### src/rtl/rs_encode_stream_framer.sv
// Framing stage behind the RS encode stream wrapper: tags each data/parity line of a request with
// block_last/parity/last sideband and forwards it through a single registered val/rdy output stage.
module rs_encode_stream_framer #(
  parameter int NUM_REQ_BLOCKS   = 16,
  parameter int NUM_REQ_BLOCKS_W = $clog2(NUM_REQ_BLOCKS) + 1,
  parameter int DATA_W           = 512,
  parameter int RS_K             = 223,
  parameter int PARITY_BYTES     = 32
) (
  input  logic                        clk,
  input  logic                        rst,
  input  logic                        src_framer_req_val,
  input  logic [NUM_REQ_BLOCKS_W-1:0] src_framer_req_num_blocks,
  output logic                        framer_src_req_rdy,
  input  logic                        src_framer_data_val,
  input  logic [DATA_W-1:0]           src_framer_data,
  output logic                        framer_src_data_rdy,
  output logic                        framer_dst_data_val,
  output logic [DATA_W-1:0]           framer_dst_data,
  output logic                        framer_dst_data_block_last,
  output logic                        framer_dst_data_parity,
  output logic                        framer_dst_data_last,
  input  logic                        dst_framer_data_rdy,
  output logic                        framer_busy
);

  localparam int DATA_BYTES   = DATA_W / 8;
  localparam int NUM_LINES    = (RS_K + DATA_BYTES - 1) / DATA_BYTES;
  localparam int PAR_PER_LINE = DATA_BYTES / PARITY_BYTES;
  localparam int PAR_SHIFT    = (PAR_PER_LINE > 1) ? $clog2(PAR_PER_LINE) : 0;
  localparam int LINE_CNT_W   = (NUM_LINES > 1) ? $clog2(NUM_LINES) : 1;
  localparam int SUM_W        = NUM_REQ_BLOCKS_W + PAR_SHIFT + 1;
  localparam logic [LINE_CNT_W-1:0] LINE_LAST = LINE_CNT_W'(NUM_LINES - 1);

  if ((PAR_PER_LINE < 1) || ((1 << PAR_SHIFT) != PAR_PER_LINE)) begin : g_par_per_line_chk
    $error("PAR_PER_LINE must be a power of 2");
  end

  typedef enum logic [1:0] {IDLE, DATA, PARITY} state_t;

  state_t                      state_q, state_d;
  logic [NUM_REQ_BLOCKS_W-1:0] nb_q, nb_d;
  logic [NUM_REQ_BLOCKS_W-1:0] par_lines_q, par_lines_d;
  logic [LINE_CNT_W-1:0]       line_cnt_q, line_cnt_d;
  logic [NUM_REQ_BLOCKS_W-1:0] block_cnt_q, block_cnt_d;
  logic [NUM_REQ_BLOCKS_W-1:0] par_cnt_q, par_cnt_d;
  logic                        out_val_q, out_val_d;
  logic [DATA_W-1:0]           out_data_q, out_data_d;
  logic                        out_blast_q, out_blast_d;
  logic                        out_par_q, out_par_d;
  logic                        out_last_q, out_last_d;

  logic                        out_free;
  logic                        data_hs;
  logic                        line_blast, line_par, line_last;
  logic [SUM_W-1:0]            par_sum;
  logic [NUM_REQ_BLOCKS_W-1:0] par_lines_calc;

  // Output register accepts a new line whenever it is empty or being drained this cycle.
  assign out_free            = !out_val_q || dst_framer_data_rdy;
  assign framer_src_req_rdy  = (state_q == IDLE);
  assign framer_src_data_rdy = (state_q != IDLE) && out_free;
  assign data_hs             = src_framer_data_val && framer_src_data_rdy;
  assign par_sum             = SUM_W'(src_framer_req_num_blocks) + SUM_W'(PAR_PER_LINE - 1);
  assign par_lines_calc      = NUM_REQ_BLOCKS_W'(par_sum >> PAR_SHIFT);

  always_comb begin
    state_d     = state_q;
    nb_d        = nb_q;
    par_lines_d = par_lines_q;
    line_cnt_d  = line_cnt_q;
    block_cnt_d = block_cnt_q;
    par_cnt_d   = par_cnt_q;
    line_blast  = 1'b0;
    line_par    = 1'b0;
    line_last   = 1'b0;

    case (state_q)
      IDLE: begin
        // A zero-block request is consumed without producing any lines.
        if (src_framer_req_val && (src_framer_req_num_blocks != '0)) begin
          nb_d        = src_framer_req_num_blocks;
          par_lines_d = par_lines_calc;
          line_cnt_d  = '0;
          block_cnt_d = '0;
          par_cnt_d   = '0;
          state_d     = DATA;
        end
      end
      DATA: begin
        if (data_hs) begin
          line_blast = (line_cnt_q == LINE_LAST);
          if (line_blast) begin
            line_cnt_d  = '0;
            block_cnt_d = block_cnt_q + 1'b1;
            if (block_cnt_q == nb_q - 1'b1) begin
              state_d = PARITY;
            end
          end else begin
            line_cnt_d = line_cnt_q + 1'b1;
          end
        end
      end
      PARITY: begin
        if (data_hs) begin
          line_par  = 1'b1;
          line_last = (par_cnt_q == par_lines_q - 1'b1);
          par_cnt_d = par_cnt_q + 1'b1;
          if (line_last) begin
            state_d = IDLE;
          end
        end
      end
      default: state_d = IDLE;
    endcase
  end

  always_comb begin
    out_val_d   = out_val_q;
    out_data_d  = out_data_q;
    out_blast_d = out_blast_q;
    out_par_d   = out_par_q;
    out_last_d  = out_last_q;
    if (out_free) begin
      out_val_d = data_hs;
      if (data_hs) begin
        out_data_d  = src_framer_data;
        out_blast_d = line_blast;
        out_par_d   = line_par;
        out_last_d  = line_last;
      end
    end
  end

  always_ff @(posedge clk) begin
    if (rst) begin
      state_q     <= IDLE;
      nb_q        <= '0;
      par_lines_q <= '0;
      line_cnt_q  <= '0;
      block_cnt_q <= '0;
      par_cnt_q   <= '0;
      out_val_q   <= 1'b0;
      out_blast_q <= 1'b0;
      out_par_q   <= 1'b0;
      out_last_q  <= 1'b0;
    end else begin
      state_q     <= state_d;
      nb_q        <= nb_d;
      par_lines_q <= par_lines_d;
      line_cnt_q  <= line_cnt_d;
      block_cnt_q <= block_cnt_d;
      par_cnt_q   <= par_cnt_d;
      out_val_q   <= out_val_d;
      out_blast_q <= out_blast_d;
      out_par_q   <= out_par_d;
      out_last_q  <= out_last_d;
    end
  end

  // Payload is qualified by out_val_q, so it needs no reset.
  always_ff @(posedge clk) begin
    out_data_q <= out_data_d;
  end

  assign framer_dst_data_val        = out_val_q;
  assign framer_dst_data            = out_data_q;
  assign framer_dst_data_block_last = out_blast_q;
  assign framer_dst_data_parity     = out_par_q;
  assign framer_dst_data_last       = out_last_q;
  assign framer_busy                = (state_q != IDLE) || out_val_q;

endmodule

### config.mk
export PLATFORM = sky130hd
export DESIGN_NAME = rs_encode_stream_framer
export DESIGN_NICKNAME = d
export VERILOG_FILES = /design/src/rtl/rs_encode_stream_framer.sv
export SDC_FILE = /design/constraint.sdc
export NUM_CORES = 1
export LEC_CHECK = 0
export ABC_AREA = 0
export CAP_MARGIN = 0
export CORE_AREA = 2 2 402 404
export DETAILED_ROUTE_END_ITERATION = 12
export DIE_AREA = 0 0 404 406
export PLACE_DENSITY_LB_ADDON = 0.2
export SYNTH_ARGS = -nofsm -noshare
export SYNTH_HDL_FRONTEND = slang
export SYNTH_SLANG_ARGS = --single-unit
### constraint.sdc
create_clock -name clk -period 18.2 [get_ports clk]
set_input_delay 2.73 -clock clk [delete_from_list [all_inputs] [get_ports clk]]
set_output_delay 2.73 -clock clk [all_outputs]
set_load 0.05 [all_outputs]
==> flow_metrics.tcl, run 1 <==
set metrics [dict create \
    post_cts_resize_count 0 \
    vias_per_cell 2.89 \
    postRouteAntennaNets 0 \
    arrival_ps 4300 \
    power_density_nw_per_um2 101 \
    wl_per_cell_um 22.0 \
    pre_cts_slack_ps 10490 \
    grt_start_max_net_pins 137 \
    period_needed_ps 7030 \
    holdBufCountCts 0 \
    dieArea_sq_um 164000 \
    vias 11400 \
    p_comb_share_pct 12.4 \
    max_stage_delay_ps 830 \
    finClkSkew_ps 23.0 \
    drc 0 \
    setup_ws_ps 11170 \
    cpMostUsedCell "clkdlybuf4s50_1" \
    ys_seq_area_share_pct 94.0 \
    r2r-start "state_q[0]$_SDFFE_PP0P_" \
    synth_warnings 0 \
    portBuffers 1040 \
    drive_gt1_share_pct 6.78 \
    place_area_sq_um 30000 \
    synth_cells 693 \
    min_path_type "reg -> reg" \
    ys_ff_latch 540 \
    worstSkewPairLatency_ps 650 \
    antenna_found_initial 61 \
    cts-root-buf "clkbuf_16" \
    synth_area_leaders "edfxtp_1 (91%), dfxtp_1 (3.3%), xor2_1 (0.57%), a21oi_1 (0.53%), ha_1 (0.52%)" \
    syn_nets 1222 \
    startpoint "dst_framer_data_rdy" \
    synth_top_area_cell "edfxtp_1" \
    slew_violations 0 \
    syn_area_sq_um 17000 \
    cts_sinks 540 \
    postSynth.asyncResetShare_pct 0 \
    internal_power_mw 2.44 \
    synth_fa_ha_area_share_pct 0.516 \
    synth.avg_cell_area_sq_um 24.5 \
    crit_path_end_kind "primary output" \
    status "completed" \
    crit_type "in -> out" \
    numCtsBuffers 71 \
    ys_types 49 \
    clockBufferDepth 3 \
    grt_pass1_vias 12100 \
    crit_chain "clkdlybuf4s50_1 -> nor2b_1 -> nor2_1 -> clkdlybuf4s50_1" \
    row_count 147 \
    cpMaxStageDelayCell "clkdlybuf4s50_1" \
    start_util_pct 10.6 \
    die_x_um 404 \
    first_pass_iters 4 \
    clk_pin_slew_ps 60 \
    postCtsSetupBuffers 0 \
    ioPinCount 1041 \
    core_area_sq_um 160000 \
    worstMarginPinSlew_ps 1080 \
    htree_levels 3 \
    stdcell_area_sq_um 32300 \
    drtIter0Drc 619 \
    power.net_switching_mw 0.827 \
    layoutNonFillerInstCount 3953 \
    p_leak_nw 10.5 \
    hold_violations 0 \
    total_power_mw 3.26 \
    drv_cap 0 \
    fin_crit_sh_pct 38.6 \
    synth_top_cell_area_share_pct 90.7 \
    synth_compound_area_share_pct 1.19 \
    switching_share_pct 25.4 \
    synthFlopType "edfxtp_1" \
    wirelength_um 86900 \
    cp_max_fo 2 \
    critPathTopFamily "buffers and inverters" \
    dp_cells 3818 \
    grt_pass1_wl_um 111000 \
    synthSimpleGateAreaFrac_pct 2.63 \
    max_freq_mhz 142 \
    cts_tree "yes" \
    syn2layout_area_growth_pct 90.7 \
    hp-start "framer_dst_data_last$_SDFFE_PP0P_" \
    required_ps 15470 \
    slew_headroom_pct 28.0 \
    ir_worst_vdd_uv 59.6 \
    finalSetupViolCount 0 \
    regToRegSetupSlack_ps 13500 \
    fin_nets 2334 \
    gr-usage-all-layers_pct 10.0 \
    synth_top_family_by_area "simple AND/OR/NAND/NOR gates" \
    muxShareOfSynthArea_pct 0.0590 \
    gp_congestion 0.787 \
    rsz0062_at_grt "no" \
    dpl.hpwl_um 71000 \
    clock_power_share_pct 43.5 \
    start_kind "input port" \
    synth_edf_count 512 \
    crit_buf_inv 2 \
    synth_xor_area_share_pct 1.11 \
    setup-tns-final_ps 0 \
    dieHeight_um 406 \
    seqPwrFrac_pct 44.0 \
    grt.overflow.total 0 \
]
-- cells by family after synthesis --
group | Yosys count
AND/OR/NAND/NOR | 78
buffers and inverters | 16
flip-flops | 540
multiplexers | 1
AO/OA/AOI/OAI | 31
XOR/XNOR | 20
adder cells (fa/ha/maj) | 7
-- worst reg2reg max path, cell delays in order (launching register included) --
cell and delay [ps]:
dfxtp_1 550, nor2_2 190, nand3b_4 270, inv_8 630, buf_4 1020, buf_4 740
buf_4 840
-- power by group through the flow --
stage	sequential, mW	clock (mW)	combinational (mW)
finish	1.44	1.42	0.406
detailed placement	1.46	0	0.411
CTS	1.44	1.49	0.412
global placement	1.46	0	0.410
floorplan	1.63	0	0.0346
global route	1.44	1.53	0.423
-- layout make-up --
cell class              instances  area [sq um]
diodes                          8          20.0
clock buffers                  85          1860
clock inverters                42           480
fillers                     17000        127000
inverters                       8          37.5
multi-input cells             137           933
flip-flops and latches        540         15900
well taps                    2086          2610
repair buffers               1047         10500
-- registers in the layout, summed over array words and instances (netlist names), 2 cells and up --
signal	flops
state_q	2
line_cnt_q	2
par_lines_q	5
block_cnt_q	5
par_cnt_q	5
framer_dst_data	512
nb_q	5
-- cells in the final DEF, fill, tap and decap left out, types with 7 or more instances in the layout --
master	instances
a21oi_1	18
buf_4	7
bufinv_16	8
clkbuf_1	11
clkbuf_16	71
clkdlybuf4s50_1	1040
clkinv_1	13
clkinv_2	12
dfxtp_1	28
diode_2	8
edfxtp_1	512
ha_1	7
inv_1	7
nand2_1	21
nand3_1	10
nor2_1	13
xnor2_1	8
xor2_1	11
-- layer usage --
metal | GRT usage, % | wire length, um
met1 | 10.8 | 31800
met2 | 18.0 | 44600
met3 | 3.97 | 7880
met4 | 2.95 | 2570
met5 | 0 | 86
-- stage by stage --
stage               hold slack [ps]  utilization (%)
CTS                             461             20.2
global placement                465             18.8
finish                          455             20.3
floorplan                       448                -
global route                    501             20.2
detailed placement              455             18.8
-- synthesized netlist by cell type (2+ instances only) --
master and number:
a211oi_2 2, clkbuf_1 3, nand4_1 4, nand2b_1 2, nand4b_1 3, a21oi_1 18, edfxtp_1 512, or3_1 3
nand3_2 2, inv_1 8, and3_1 3, ha_1 7, nand2_1 21, xnor2_1 8, nand3_1 10, o21ai_0 2
xor2_1 11, dfxtp_1 28, nor2_1 13, nor3_1 3, buf_6 2
-- final timing paths --
kind	to	cells after the start
max reg2reg	framer_dst_data[290]$_DFFE_PP_	6
min	framer_dst_data_last$_SDFFE_PP0P_	2
min reg2reg	framer_dst_data_last$_SDFFE_PP0P_	2
max	framer_src_data_rdy	4
Note: power is estimated with default switching activity, not from simulation.
==> inputs of run 2 (changes only) <==
==> constraint.sdc (replaced) <==
create_clock -name clk -period 6.64 [get_ports clk]
set_input_delay 0.996 -clock clk [delete_from_list [all_inputs] [get_ports clk]]
set_output_delay 0.996 -clock clk [all_outputs]
set_load 0.05 [all_outputs]
==> run 2 against run 1 <==
Compared with the run above:
- via count is 0.98% lower
- utilization hardly changed
- sequential share of layout area about the same
- wire length shrank 2.3%
- power rose to 2.7 times the previous value
- clock skew increased by 11 ps
- combinational power grew to 2.8 times the previous value
- largest cell class unchanged
- final cell count unchanged
- worst setup slack worse by 8000 ps
==> flow_metrics.tcl, run 2 (synthesis results as in run 1) <==
set metrics [dict create \
    ioPinCount 1041 \
    clock_power_share_pct 42.7 \
    postCtsSetupBuffers 0 \
    whs_path_depth 2 \
    reg2reg_depth 5 \
    r2r-end "framer_dst_data[258]$_DFFE_PP_" \
    rsz0062_at_grt "no" \
    regToRegSetupSlack_ps 3790 \
    cts-root-buf "clkbuf_16" \
    internal_power_mw 6.57 \
    core_area_sq_um 160000 \
    holdBufCountCts 0 \
    power.net_switching_mw 2.25 \
    period_needed_ps 3520 \
    drc 0 \
    antenna_found_initial 58 \
    worstMarginPinSlew_ps 859 \
    vias_per_cell 2.86 \
    power_density_nw_per_um2 273 \
    nFillCells 17000 \
    post_cts_resize_count 0 \
    clk_pin_slew_ps 50 \
    crit_type "in -> out" \
    min_path_type "reg -> reg" \
    required_ps 5640 \
    status "completed" \
    hold_end "framer_dst_data_block_last$_SDFFE_PP0P_" \
    seqPwrFrac_pct 44.6 \
    row_count 147 \
    portBuffers 1040 \
    grt_start_max_net_pins 121 \
    finalSetupViolCount 0 \
    fin_crit_sh_pct 53.0 \
    wirelength_um 84900 \
    cts_sinks 540 \
    hold_violations 0 \
    final_util_pct 20.3 \
    htree_levels 3 \
    final_common_cell "clkdlybuf4s50_1" \
    wl_per_cell_um 21.5 \
    dieHeight_um 406 \
    fin_nets 2340 \
    cts_tree "yes" \
    arrival_ps 2520 \
    worstSkewPairLatency_ps 660 \
    start_util_pct 10.6 \
    clockBufferDepth 3 \
    gr-usage-all-layers_pct 9.84 \
    drv_cap 0 \
    slew_violations 0 \
    p_comb_share_pct 12.7 \
    first_pass_iters 4 \
    postRouteAntennaNets 0 \
    whs_ps 477 \
    drtIter0Drc 607 \
    largest_reg_flops 512 \
    start_kind "input port" \
    ir_worst_vdd_uv 191 \
    hp-start "framer_dst_data_block_last$_SDFFE_PP0P_" \
    r2r-start "state_q[0]$_SDFFE_PP0P_" \
    crit_path_end_kind "primary output" \
    p_leak_nw 10.5 \
    final_cell_mix "clkdlybuf4s50_1 (1040), edfxtp_1 (512), clkbuf_16 (71)" \
    grt_pass1_vias 12100 \
    die_x_um 404 \
    vias 11300 \
    drive_gt1_share_pct 6.82 \
    grt.overflow.total 0 \
    dpl.hpwl_um 69700 \
    finClkSkew_ps 34.4 \
    syn2layout_area_growth_pct 90.8 \
    numCtsBuffers 71 \
    switching_share_pct 25.5 \
    gp_congestion 0.833 \
    dieArea_sq_um 164000 \
    cp_max_fo 2 \
    grt_pass1_wl_um 110000 \
    slew_headroom_pct 42.8 \
    max_freq_mhz 284 \
]
[run 2: how the worst max path moves through the flow]
| stage | depth (start not counted) | from | end | slack, ps |
|---|---|---|---|---|
| final | 4 | dst_framer_data_rdy | framer_src_data_rdy | 3120 |
| after global routing | 4 | dst_framer_data_rdy | framer_src_data_rdy | 3080 |
| after CTS | 2 | state_q[0]$_SDFFE_PP0P_ | framer_src_req_rdy | 3100 |
| after detailed placement | 5 | src_framer_data_val | framer_dst_data[205]$_DFFE_PP_ | 2990 |
| after global placement | 6 | dst_framer_data_rdy | framer_dst_data[160]$_DFFE_PP_ | 3010 |
| after floorplan | 3 | dst_framer_data_rdy | framer_dst_data[0]$_DFFE_PP_ | -2710 |
[run 2: area by class of cell]
class                           instances  area (sq um)  area share, %
Multi-Input combinational cell        137           941           2.91
Clock buffer                           83          1820           5.63
Tap cell                             2086          2610           8.06
Sequential cell                       540         15900           49.2
Antenna cell                            5          12.5         0.0387
Inverter                                8          33.8          0.104
Timing Repair Buffer                 1053         10600           32.7
Clock inverter                         41           428           1.32
[run 2: worst max-delay path, stage by stage]
cell             delay, ps
clkdlybuf4s50_1        510
nor2b_1                 60
nor2_1                 110
clkdlybuf4s50_1        840
[run 2: power by group through the flow]
stage / sequential [mW] / clock (mW) / combinational (mW)
detailed placement: 4.00 / 0 / 1.13
global route: 3.94 / 4.07 / 1.17
global placement: 4.00 / 0 / 1.13
CTS: 3.94 / 3.95 / 1.14
floorplan: 4.45 / 0 / 0.0951
finish: 3.93 / 3.77 / 1.12
[run 2: layer usage]
layer | GRT usage (%) | wire, um | vias up
met5 | 0 | 88 | -
met4 | 3.14 | 2190 | 12
met3 | 3.92 | 7690 | 161
met2 | 17.9 | 44800 | 598
met1 | 10.3 | 30100 | 5549
li1 | - | - | 4996
[run 2: stage by stage]
step	power (mW)	area [sq um]	setup slack (ps)	setup TNS (ps)	std cells
after floorplan	4.54	17000	-2710	-1387980	693
after global routing	9.19	32400	3080	0	3948
after CTS	9.03	32400	3100	0	3948
after detailed placement	5.14	30100	2990	0	3824
final	8.82	32400	3120	0	3953
after global placement	5.13	30100	3010	0	3824
